==> src/rtl/image_write_sequencer.sv <==
// image_write_sequencer
//   Packs a stream of RGB pixels from the processing core into two-pixel
//   beats for the BMP image writer. Each beat is offered with out_valid and
//   fires as a one-cycle hsync strobe when the writer is ready. The block
//   tracks the column/row position of the next beat and pulses frame_done
//   once the last beat of the frame has fired.
//
// Ports
//   clk, Reset           clock (posedge), asynchronous active-high reset
//   start                begin a frame (only honoured while idle)
//   pix_valid/pix_ready  input pixel handshake, pixel on pix_r/pix_g/pix_b
//   sink_ready           writer can take a beat this cycle
//   hsync                beat strobe (out_valid & sink_ready)
//   R0/G0/B0, R1/G1/B1   even-column / odd-column pixel of the current beat
//   col_beat, row        position of the next beat to fire
//   busy                 high whenever a frame is in progress
//   frame_done           one-cycle pulse after the frame's last beat fired
module image_write_sequencer #(
  parameter int Im_width  = 768,
  parameter int Im_height = 512,
  localparam int BEATS_PER_ROW = Im_width / 2,
  localparam int CW = (BEATS_PER_ROW > 1) ? $clog2(BEATS_PER_ROW) : 1,
  localparam int RW = (Im_height > 1) ? $clog2(Im_height) : 1
) (
  input  logic          clk,
  input  logic          Reset,
  input  logic          start,
  input  logic          pix_valid,
  output logic          pix_ready,
  input  logic [7:0]    pix_r,
  input  logic [7:0]    pix_g,
  input  logic [7:0]    pix_b,
  input  logic          sink_ready,
  output logic          hsync,
  output logic [7:0]    R0,
  output logic [7:0]    G0,
  output logic [7:0]    B0,
  output logic [7:0]    R1,
  output logic [7:0]    G1,
  output logic [7:0]    B1,
  output logic [CW-1:0] col_beat,
  output logic [RW-1:0] row,
  output logic          busy,
  output logic          frame_done
);

  localparam int TOTAL_BEATS = BEATS_PER_ROW * Im_height;
  localparam int BW = $clog2(TOTAL_BEATS + 1);

  typedef enum logic [1:0] {IDLE, PIX0, PIX1, DONE} state_t;

  state_t        state_q, state_d;
  logic [23:0]   even_q, even_d;
  logic [47:0]   beat_q, beat_d;
  logic          out_valid_q, out_valid_d;
  logic [CW-1:0] col_q, col_d;
  logic [RW-1:0] row_q, row_d;
  logic [BW-1:0] loaded_q, loaded_d;
  logic          odd_ok;

  always_comb begin
    state_d     = state_q;
    even_d      = even_q;
    beat_d      = beat_q;
    out_valid_d = out_valid_q;
    col_d       = col_q;
    row_d       = row_q;
    loaded_d    = loaded_q;
    pix_ready   = 1'b0;
    frame_done  = 1'b0;
    hsync       = out_valid_q & sink_ready;
    // The odd pixel may only be taken if the beat register is free or is
    // being emptied this very cycle.
    odd_ok      = !out_valid_q || sink_ready;

    // Position counters follow fired beats, not loaded beats.
    if (hsync) begin
      out_valid_d = 1'b0;
      if (col_q == CW'(BEATS_PER_ROW - 1)) begin
        col_d = '0;
        row_d = (row_q == RW'(Im_height - 1)) ? '0 : row_q + 1'b1;
      end else begin
        col_d = col_q + 1'b1;
      end
    end

    case (state_q)
      IDLE: begin
        if (start) begin
          state_d  = PIX0;
          col_d    = '0;
          row_d    = '0;
          loaded_d = '0;
        end
      end
      PIX0: begin
        pix_ready = 1'b1;
        if (pix_valid) begin
          even_d  = {pix_r, pix_g, pix_b};
          state_d = PIX1;
        end
      end
      PIX1: begin
        pix_ready = odd_ok;
        if (pix_valid && odd_ok) begin
          // A reload overrides the hsync clear above: no bubble between beats.
          beat_d      = {even_q, pix_r, pix_g, pix_b};
          out_valid_d = 1'b1;
          loaded_d    = loaded_q + 1'b1;
          // End of frame is decided by beats loaded so it does not depend on
          // when the writer drains them.
          state_d     = (loaded_q == BW'(TOTAL_BEATS - 1)) ? DONE : PIX0;
        end
      end
      DONE: begin
        if (!out_valid_q) begin
          frame_done = 1'b1;
          state_d    = IDLE;
        end
      end
      default: state_d = IDLE;
    endcase
  end

  always_ff @(posedge clk or posedge Reset) begin
    if (Reset) begin
      state_q     <= IDLE;
      beat_q      <= '0;
      out_valid_q <= 1'b0;
      col_q       <= '0;
      row_q       <= '0;
      loaded_q    <= '0;
    end else begin
      state_q     <= state_d;
      beat_q      <= beat_d;
      out_valid_q <= out_valid_d;
      col_q       <= col_d;
      row_q       <= row_d;
      loaded_q    <= loaded_d;
    end
  end

  // The even-pixel holding register is pure data; its content is only
  // consumed after being written in PIX0.
  always_ff @(posedge clk) begin
    even_q <= even_d;
  end

  assign {R0, G0, B0, R1, G1, B1} = beat_q;
  assign col_beat = col_q;
  assign row      = row_q;
  assign busy     = (state_q != IDLE);

endmodule
==> config.mk <==
export PLATFORM = sky130hd
export DESIGN_NAME = image_write_sequencer
export DESIGN_NICKNAME = d
export VERILOG_FILES = /design/src/rtl/image_write_sequencer.sv
export SDC_FILE = /design/constraint.sdc
export NUM_CORES = 1
export LEC_CHECK = 0
export BUFFER_PORTS_ARGS = -buffer_cell sky130_fd_sc_hd__clkbuf_2
export CAP_MARGIN = 20
export CORE_ASPECT_RATIO = 0.5
export CORE_MARGIN = 8
export CORE_UTILIZATION = 58
export CTS_CLUSTER_DIAMETER = 200
export CTS_CLUSTER_SIZE = 28
export DETAILED_ROUTE_END_ITERATION = 16
export GPL_TIMING_DRIVEN = 0
export PLACE_DENSITY_LB_ADDON = 0.1
export SLEW_MARGIN = 20
export SYNTH_ARGS = -nofsm -noshare
export SYNTH_HDL_FRONTEND = slang
export SYNTH_SLANG_ARGS = --single-unit
==> constraint.sdc <==
create_clock -name clk -period 5.4 [get_ports clk]
set_input_delay 1.08 -clock clk [delete_from_list [all_inputs] [get_ports clk]]
set_output_delay 1.08 -clock clk [all_outputs]
set_load 0.01 [all_outputs]
---- Word-level counts from Yosys, hierarchy flattened ----
Cells that the tools add are included.
word-level totals
  output and inout port bits .............. 70
  input port bits ......................... 29
  logic and storage cells ................. 55
  register bits ........................... 111
cells by class
  add/sub/neg operators ................... 3
  reduce and logical (&&, ||, !) cells .... 10
  multiplexer cells ....................... 24
  bitwise gates (word level) .............. 1
  equality and inequality tests ........... 10
operator list
  operator                                                          number
  9-bit two-way mux                                                 9
  18-bit two-way mux                                                2
  18-bit case mux with 2 select lines                               1
  18-bit by 1-bit adder with 18-bit output (second input constant)  1
  9-bit by 1-bit adder with 9-bit output (second input constant)    2
  18-bit == test (second input constant)                            1
  9-bit == test (second input constant)                             2
  2-bit two-way mux                                                 5
  2-bit != test (second input constant)                             4
  2-bit case mux with 4 select lines                                1
  1-bit two-way mux                                                 5
  2-bit == test (second input constant)                             2
  2-bit AND reduction                                               2
  4-bit AND reduction                                               1
  2-bit nonzero test                                                2
  3-bit AND reduction                                               1
  2-bit by 1-bit == test with 1-bit output (second input constant)  1
  2-bit zero test                                                   1
  1-bit case mux with 2 select lines                                1
  1-bit bitwise AND                                                 1
  1-bit logical AND                                                 1
  1-bit zero test                                                   1
  1-bit logical OR                                                  1

---- Longest topological paths before layout ----
Gate-level depths: netlist of run 1.
  word-level depth ........................ 6
  mapped depth ............................ 9
  mapped depth without buffers ............ 8

---- Worst setup path before layout of run 1 ----
Ideal clock, no wire load.
  path kind ............................... input to output
  from .................................... input sink_ready
  to ...................................... output pix_ready
  arrival ................................. 1486 ps
  cell stages on the path ................. 3
  setup slack ............................. 2834 ps
  data required time ...................... 4320 ps
  path buffers ............................ 0
  cell sequence ........................... nand2b_1 > a21oi_1 > nor2b_1
on the way
  cells in the longest elaborated chain, start to end .. 2
ends and longest elaborated chain
  what                                line  text
  from (decl)                         33    input logic sink_ready,
  1-bit logical OR                    74    odd_ok = !out_valid_q || sink_ready;
  1-bit case mux with 2 select lines  87    case (state_q)
  to (decl)                           29    output logic pix_ready,
Every way passes these cells.

---- Worst setup path in the final report of run 1 ----
Ends and elaborated chain as after synthesis.

==> reports/metrics.cfg, run 1 <==
[status]
status = completed

[cells_and_area]
drive_gt1_frac = 0.377
synthToLayoutAreaGrowth_pct = 21.0
finalNetCount = 505
fin_area_um2 = 5650
num_antenna_cells = 0

[die]
die_area_um2 = 11400
die_y_um = 79.5
dieWidth_um = 143
initial_core_util = 0.590
row_count = 23
coreArea_um2 = 7910
num_io_pins = 99

[setup_path]
critPathMaxStageDelay_ns = 0.22
crit_family = simple AND/OR/NAND/NOR gates
worst-path-stages = 5
ff2ff_setup_slack_ns = 3.07
critPathKind = input port to output pin
reg2reg_from = row[0]$_DFF_PP0_
crit_chain = clkbuf_2 -> nand2b_1 -> a21oi_1 -> nor2b_1 -> clkbuf_2
critPathLaunchType = input port
r2r-end = row[6]$_DFF_PP0_
critPathMostFrequentCell = clkbuf_2
critPathRequiredTime_ns = 4.32
crit_start = sink_ready
path_max_fanout = 5
crit_arrival_ns = 1.85
cp.buffers_inverters = 2
cp-endpoint = pix_ready
setup.worst_path.end_class = output pin
ff2ff_path_depth = 9
crit_path_top_delay_cell = nand2b_1

[sta]
setup_viol = 0
drv_slew = 0
final-hold-violation-count = 0
fin_tns_setup_ns = 0
skew_ns = 0.00540
slew_headroom = 0.530
finalCriticalPeriod_ns = 2.93
timing.fmax_mhz = 342
rsz0062_at_grt = no
tightestPinTransition_ns = 0.705
final.period_utilization = 0.542
layout_setup_ws_ns = 2.47

[global_routing]
antenna_found_initial = 0
grt_max_degree = 55
overflow = 0
grt.total_usage = 0.190
grt_first_pass_wirelength_um = 16700
grt_pass1_vias = 3325

[pwr]
p_per_area_nw_per_um2 = 489
power_leakage_nw = 2.59
ir_worst_vdd_v = 0.000315

[synth]
netlist_top_cells_area = dfrtp_1 (47%), edfxtp_1 (15%), mux2_2 (12%), ha_1 (2.4%), nor2_1 (2.3%)
syn_area_um2 = 4670
ys_seq_area_frac = 0.620
ys_warn_count = 0
synthCells = 356
synth-main-ff-cell = dfrtp_1
synth.distinct_cells = 45
synth-async-reset-ratio = 0.784
syn_area_per_cell_um2 = 13.1
ys_ff_latch = 111
synth_edf_count = 24
netlist.area_leader.share = 0.466
synth_common_cells = dfrtp_1 (87), mux2_2 (48), nor2_1 (28)
synth_most_common_cell = dfrtp_1
synth_largest_area_cell = dfrtp_1
synthesis.nets = 394

[route]
drt_wl_total_um = 10100
wl_per_cell_um = 17.4
vias = 3178
drc_errors = 0
viasPerCell = 5.44
drt_iter0_drc = 162
first_pass_iters = 4
antenna_left = 0

[placed_design]
place_congestion = 0.792
hpwl_um = 7360
dpl-instance-area_um2 = 5340
dp_slack_ns = 2.50
portBuffers = 98

[clocking]
holdBufCountCts = 0
cts_sinks = 111
clk_latency_ns = 0.35
clkTransAtPathRegs_ns = 0.08
root_buffer = clkbuf_16
htree_levels = 3
clock_path_buffers = 2
cts-resized-gates = 0
cts_tree = yes
cts_inserted_buffers = 9
cts_setup_buffers = 0

[job]
maxCapViolations = 0

[hold_path]
hold_path_class = register to register

-- layer usage --
metal  share of wire  vias to the layer above  wire length [um]  global-route usage
met2            0.51                       79              5140               0.328
met4           0.015                        0               149              0.0599
met3           0.072                       15               734              0.0722
met5               0                        -                 0                   0
li1                -                     1494                 -                   -
met1            0.41                     1590              4120               0.216
-- layout by cell type, fill, tap and decap left out, types with 6 or more instances in the layout --
cell type	n
nor2b_1	6
nand3_1	10
a21oi_1	9
ha_1	9
clkbuf_2	98
clkbuf_16	9
nand2_1	18
clkbuf_1	6
nor4_1	6
nor2_1	28
xnor2_1	10
nor3_1	6
xor2_1	8
nand4_1	7
mux2_2	48
edfxtp_1	24
inv_1	6
o21ai_0	13
dfrtp_1	87
-- power by group --
| group | internal [W] | leakage, nW | switching (W) |
|---|---|---|---|
| clock | 0.000381 | 0.157 | 0.000308 |
| combinational | 0.000388 | 1.10 | 0.000447 |
| sequential | 0.00111 | 1.34 | 0.000133 |
-- layout make-up --
cell class | instances | area [um^2]
Multi-Input combinational cell | 224 | 1690
Timing Repair Buffer | 100 | 526
Inverter | 7 | 28.8
Fill cell | 550 | 2260
Clock inverter | 6 | 75.1
Buffer | 14 | 61.3
Clock buffer | 10 | 239
Tap cell | 112 | 140
Sequential cell | 111 | 2900
-- registers in the layout, indices dropped and copies added, names as in the netlist --
signal,count
out_valid_q,1
loaded_q,18
row,9
state_q,2
even_q,24
col_beat,9
beat_q,48
-- worst min path at each step --
stage | from | endpoint | slack [ns] | cells after the start
3_3_place_gp | even_q[18]$_DFFE_PP_ | beat_q[42]$_DFFE_PP0P_ | 0.46 | 1
2_1_floorplan | even_q[10]$_DFFE_PP_ | beat_q[34]$_DFFE_PP0P_ | 0.46 | 1
6_report | even_q[12]$_DFFE_PP_ | beat_q[36]$_DFFE_PP0P_ | 0.48 | 1
3_5_place_dp | even_q[10]$_DFFE_PP_ | beat_q[34]$_DFFE_PP0P_ | 0.46 | 1
5_1_grt | even_q[12]$_DFFE_PP_ | beat_q[36]$_DFFE_PP0P_ | 0.50 | 1
4_1_cts | even_q[12]$_DFFE_PP_ | beat_q[36]$_DFFE_PP0P_ | 0.48 | 1
-- cell families (layout without fill, tap and decap cells) --
kind of cell / count (synthesis) / count (layout) / share of synthesized area
flops: 111 / 111 / 0.620
simple gates: 110 / 110 / 0.129
mux: 52 / 52 / 0.124
compound gates: 35 / 35 / 0.0493
buf+inv: 21 / 137 / 0.0188
xor+xnor: 18 / 18 / 0.0338
fa+ha+maj: 9 / 9 / 0.0241
-- stage by stage --
step / std cells / hold slack (ns) / total power, W / utilization
6_report: 584 / 0.477 / 0.00277 / 0.714
5_1_grt: 584 / 0.497 / 0.00292 / 0.714
4_1_cts: 584 / 0.483 / 0.00280 / 0.714
3_5_place_dp: 568 / 0.463 / 0.00211 / 0.675
3_3_place_gp: 566 / 0.457 / 0.00204 / 0.670
2_1_floorplan: 356 / 0.455 / 0.00172 / -
Power figures use the tool's default switching activity.
==> inputs of run 2 (changes only) <==
Settings changed: ABC_AREA from default to 1, CORE_UTILIZATION 58 to 55.
Clock period 5.4 ns to 2.9 ns, I/O delays scaled along.
==> run 2 against run 1 <==
Cell count grew 17%. Count of clock-buffer cells in the layout is the same. Flip-flop and latch count is the same. Via count grew 9.0%. Critical path depth grew 2. Synthesized cell count grew 28%. Sequential power grew 87%. Critical endpoint unchanged.
==> reports/metrics.cfg, run 2 <==
[clocking]
clkTransAtPathRegs_ns = 0.08
root_buffer = clkbuf_16
cts_sinks = 111
cts_setup_buffers = 0
cts_inserted_buffers = 9
cts-resized-gates = 0
holdBufCountCts = 0
clock_path_buffers = 2
htree_levels = 3
clk_latency_ns = 0.35
cts_tree = yes

[route]
wl_per_cell_um = 14.4
drc_errors = 0
first_pass_iters = 4
viasPerCell = 5.05
drt_wl_total_um = 9870
antenna_left = 0
vias = 3465
drt_iter0_drc = 201

[cells_and_area]
final_common_cell = clkbuf_2
num_antenna_cells = 0
synthToLayoutAreaGrowth_pct = 19.7
finalNetCount = 602
reg_top3 = beat_q (48), even_q (24), loaded_q (18)
regMostFlops = beat_q
largest_register_ffs = 48
drive_gt1_frac = 0.320
layout_common_cells = clkbuf_2 (98), dfrtp_1 (87), nand2_1 (78)

[placed_design]
dp_slack_ns = 0.609
portBuffers = 98
place_congestion = 0.822
hpwl_um = 7210

[synth]
synthCells = 454
synth_most_common_cell = dfrtp_1
synth_largest_area_cell = dfrtp_1
synth_top_family_by_area = simple AND/OR/NAND/NOR gates
synth_edf_count = 24
synth-async-reset-ratio = 0.784
synth_common_cells = dfrtp_1 (87), nand2_1 (78), nor2_1 (55)
synth-simple-area-share = 0.161
synthesis.nets = 492
netlist.area_leader.share = 0.447
synth_mux_area_frac = 0.116
ys_ff_latch = 111
ys_seq_area_frac = 0.596
syn_area_um2 = 4870
synth.distinct_cells = 32
synth-main-ff-cell = dfrtp_1
synth-xor-area-share = 0.00540
ys_warn_count = 0
syn_area_per_cell_um2 = 10.7
synth_compound_area_frac = 0.0478
synth_adder_area_share = 0.0231
netlist_top_cells_area = dfrtp_1 (45%), edfxtp_1 (15%), mux2_2 (9.0%), nand2_1 (6.0%), nor2_1 (4.2%)

[sta]
rsz0062_at_grt = no
slew_headroom = 0.329
tightestPinTransition_ns = 1.01
final.period_utilization = 0.911
setup_viol = 0
timing.fmax_mhz = 378
drv_slew = 0
skew_ns = 0.0113
final-hold-violation-count = 0
finalCriticalPeriod_ns = 2.64
layout_setup_ws_ns = 0.257

[die]
die_y_um = 82.5
coreArea_um2 = 8650
die_area_um2 = 12300
dieWidth_um = 149
num_io_pins = 99
initial_core_util = 0.563
row_count = 24

[hold_path]
hold_path_class = input port to asynchronous set/reset pin

[setup_path]
critPathRequiredTime_ns = 2.32
crit_start = state_q[0]$_DFFE_PP0P_
critPathKind = register to output pin
crit_family = buffers and inverters
crit_chain = inv_1 -> ha_1 -> buf_2 -> buf_1 -> a21oi_1 -> nor2_1 -> clkbuf_2
critPathMaxStageDelay_ns = 0.43
crit_path_top_delay_cell = buf_1
setup.worst_path.end_class = output pin
cp.buffers_inverters = 4
crit_arrival_ns = 2.06
path_max_fanout = 10
reg2reg_from = state_q[1]$_DFFE_PP0P_
critPathLaunchType = register

[global_routing]
grt.total_usage = 0.169
grt_max_degree = 58
overflow = 0
grt_pass1_vias = 3433
grt_first_pass_wirelength_um = 16400
antenna_found_initial = 0

[pwr]
p_per_area_nw_per_um2 = 909
ir_worst_vdd_v = 0.000536
power_leakage_nw = 2.81
finalPower_w = 0.00529

[job]
maxCapViolations = 0

[status]
status = completed

-- run 2: cell types whose count changed after synthesis, moves of 7 or more --
cell,previous run,this run
nand3_1,10,22
mux2_2,48,39
nor2_1,28,55
a21oi_1,9,16
o21ai_1,0,7
xnor2_1,10,1
mux2_4,0,7
nand2_1,18,78
inv_1,7,46
-- run 2: logic make-up after synthesis --
group,after synthesis
simple gates,179
mux,48
buf+inv,59
fa+ha+maj,9
flops,111
xor+xnor,3
compound gates,45
-- run 2: report_power, final --
part | leakage (nW) | internal, W | switching [W]
sequential | 1.33 | 0.00207 | 0.000245
combinational | 1.34 | 0.000809 | 0.000967
clock | 0.142 | 0.000607 | 0.000596
total | 2.81 | 0.00349 | 0.00181
-- run 2: metal layers --
layer	vias to the layer above	global-route usage	wire length, um
li1	1724	-	-
met1	1662	0.203	4380
met2	72	0.287	4700
met3	7	0.0734	724
met4	0	0.0270	63
met5	-	0	0
-- run 2: area by class of cell --
class	count	area, um^2
clock inverters	6	62.6
inverters	49	189
multi-input cells	284	1720
repair buffers	99	518
fillers	696	2820
clock buffers	10	229
plain buffers	10	63.8
well taps	117	146
flip-flops and latches	111	2900
-- run 2: final timing paths --
| kind | slack (ns) | cells after the start | end |
|---|---|---|---|
| setup / recovery | 0.26 | 7 | pix_ready |
| hold / removal | 0.20 | 2 | beat_q[17]$_DFFE_PP0P_ |
| setup reg to reg | 0.97 | 4 | even_q[9]$_DFFE_PP_ |
| hold reg to reg | 0.47 | 1 | beat_q[43]$_DFFE_PP0P_ |
| max in group asynchronous | 2.14 | 3 | loaded_q[10]$_DFFE_PP0P_ |
| min in group clk | 0.41 | 1 | even_q[15]$_DFFE_PP_ |
-- run 2: through the flow --
stage	area, um^2	hold slack (ns)	util	std cells	setup TNS [ns]
2_1_floorplan	4870	0.432	-	454	0
3_3_place_gp	5500	0.436	0.636	669	-95.81
3_5_place_dp	5540	0.447	0.640	670	0
4_1_cts	5830	0.196	0.674	686	0
5_1_grt	5830	0.219	0.674	686	0
6_report	5830	0.198	0.674	686	0
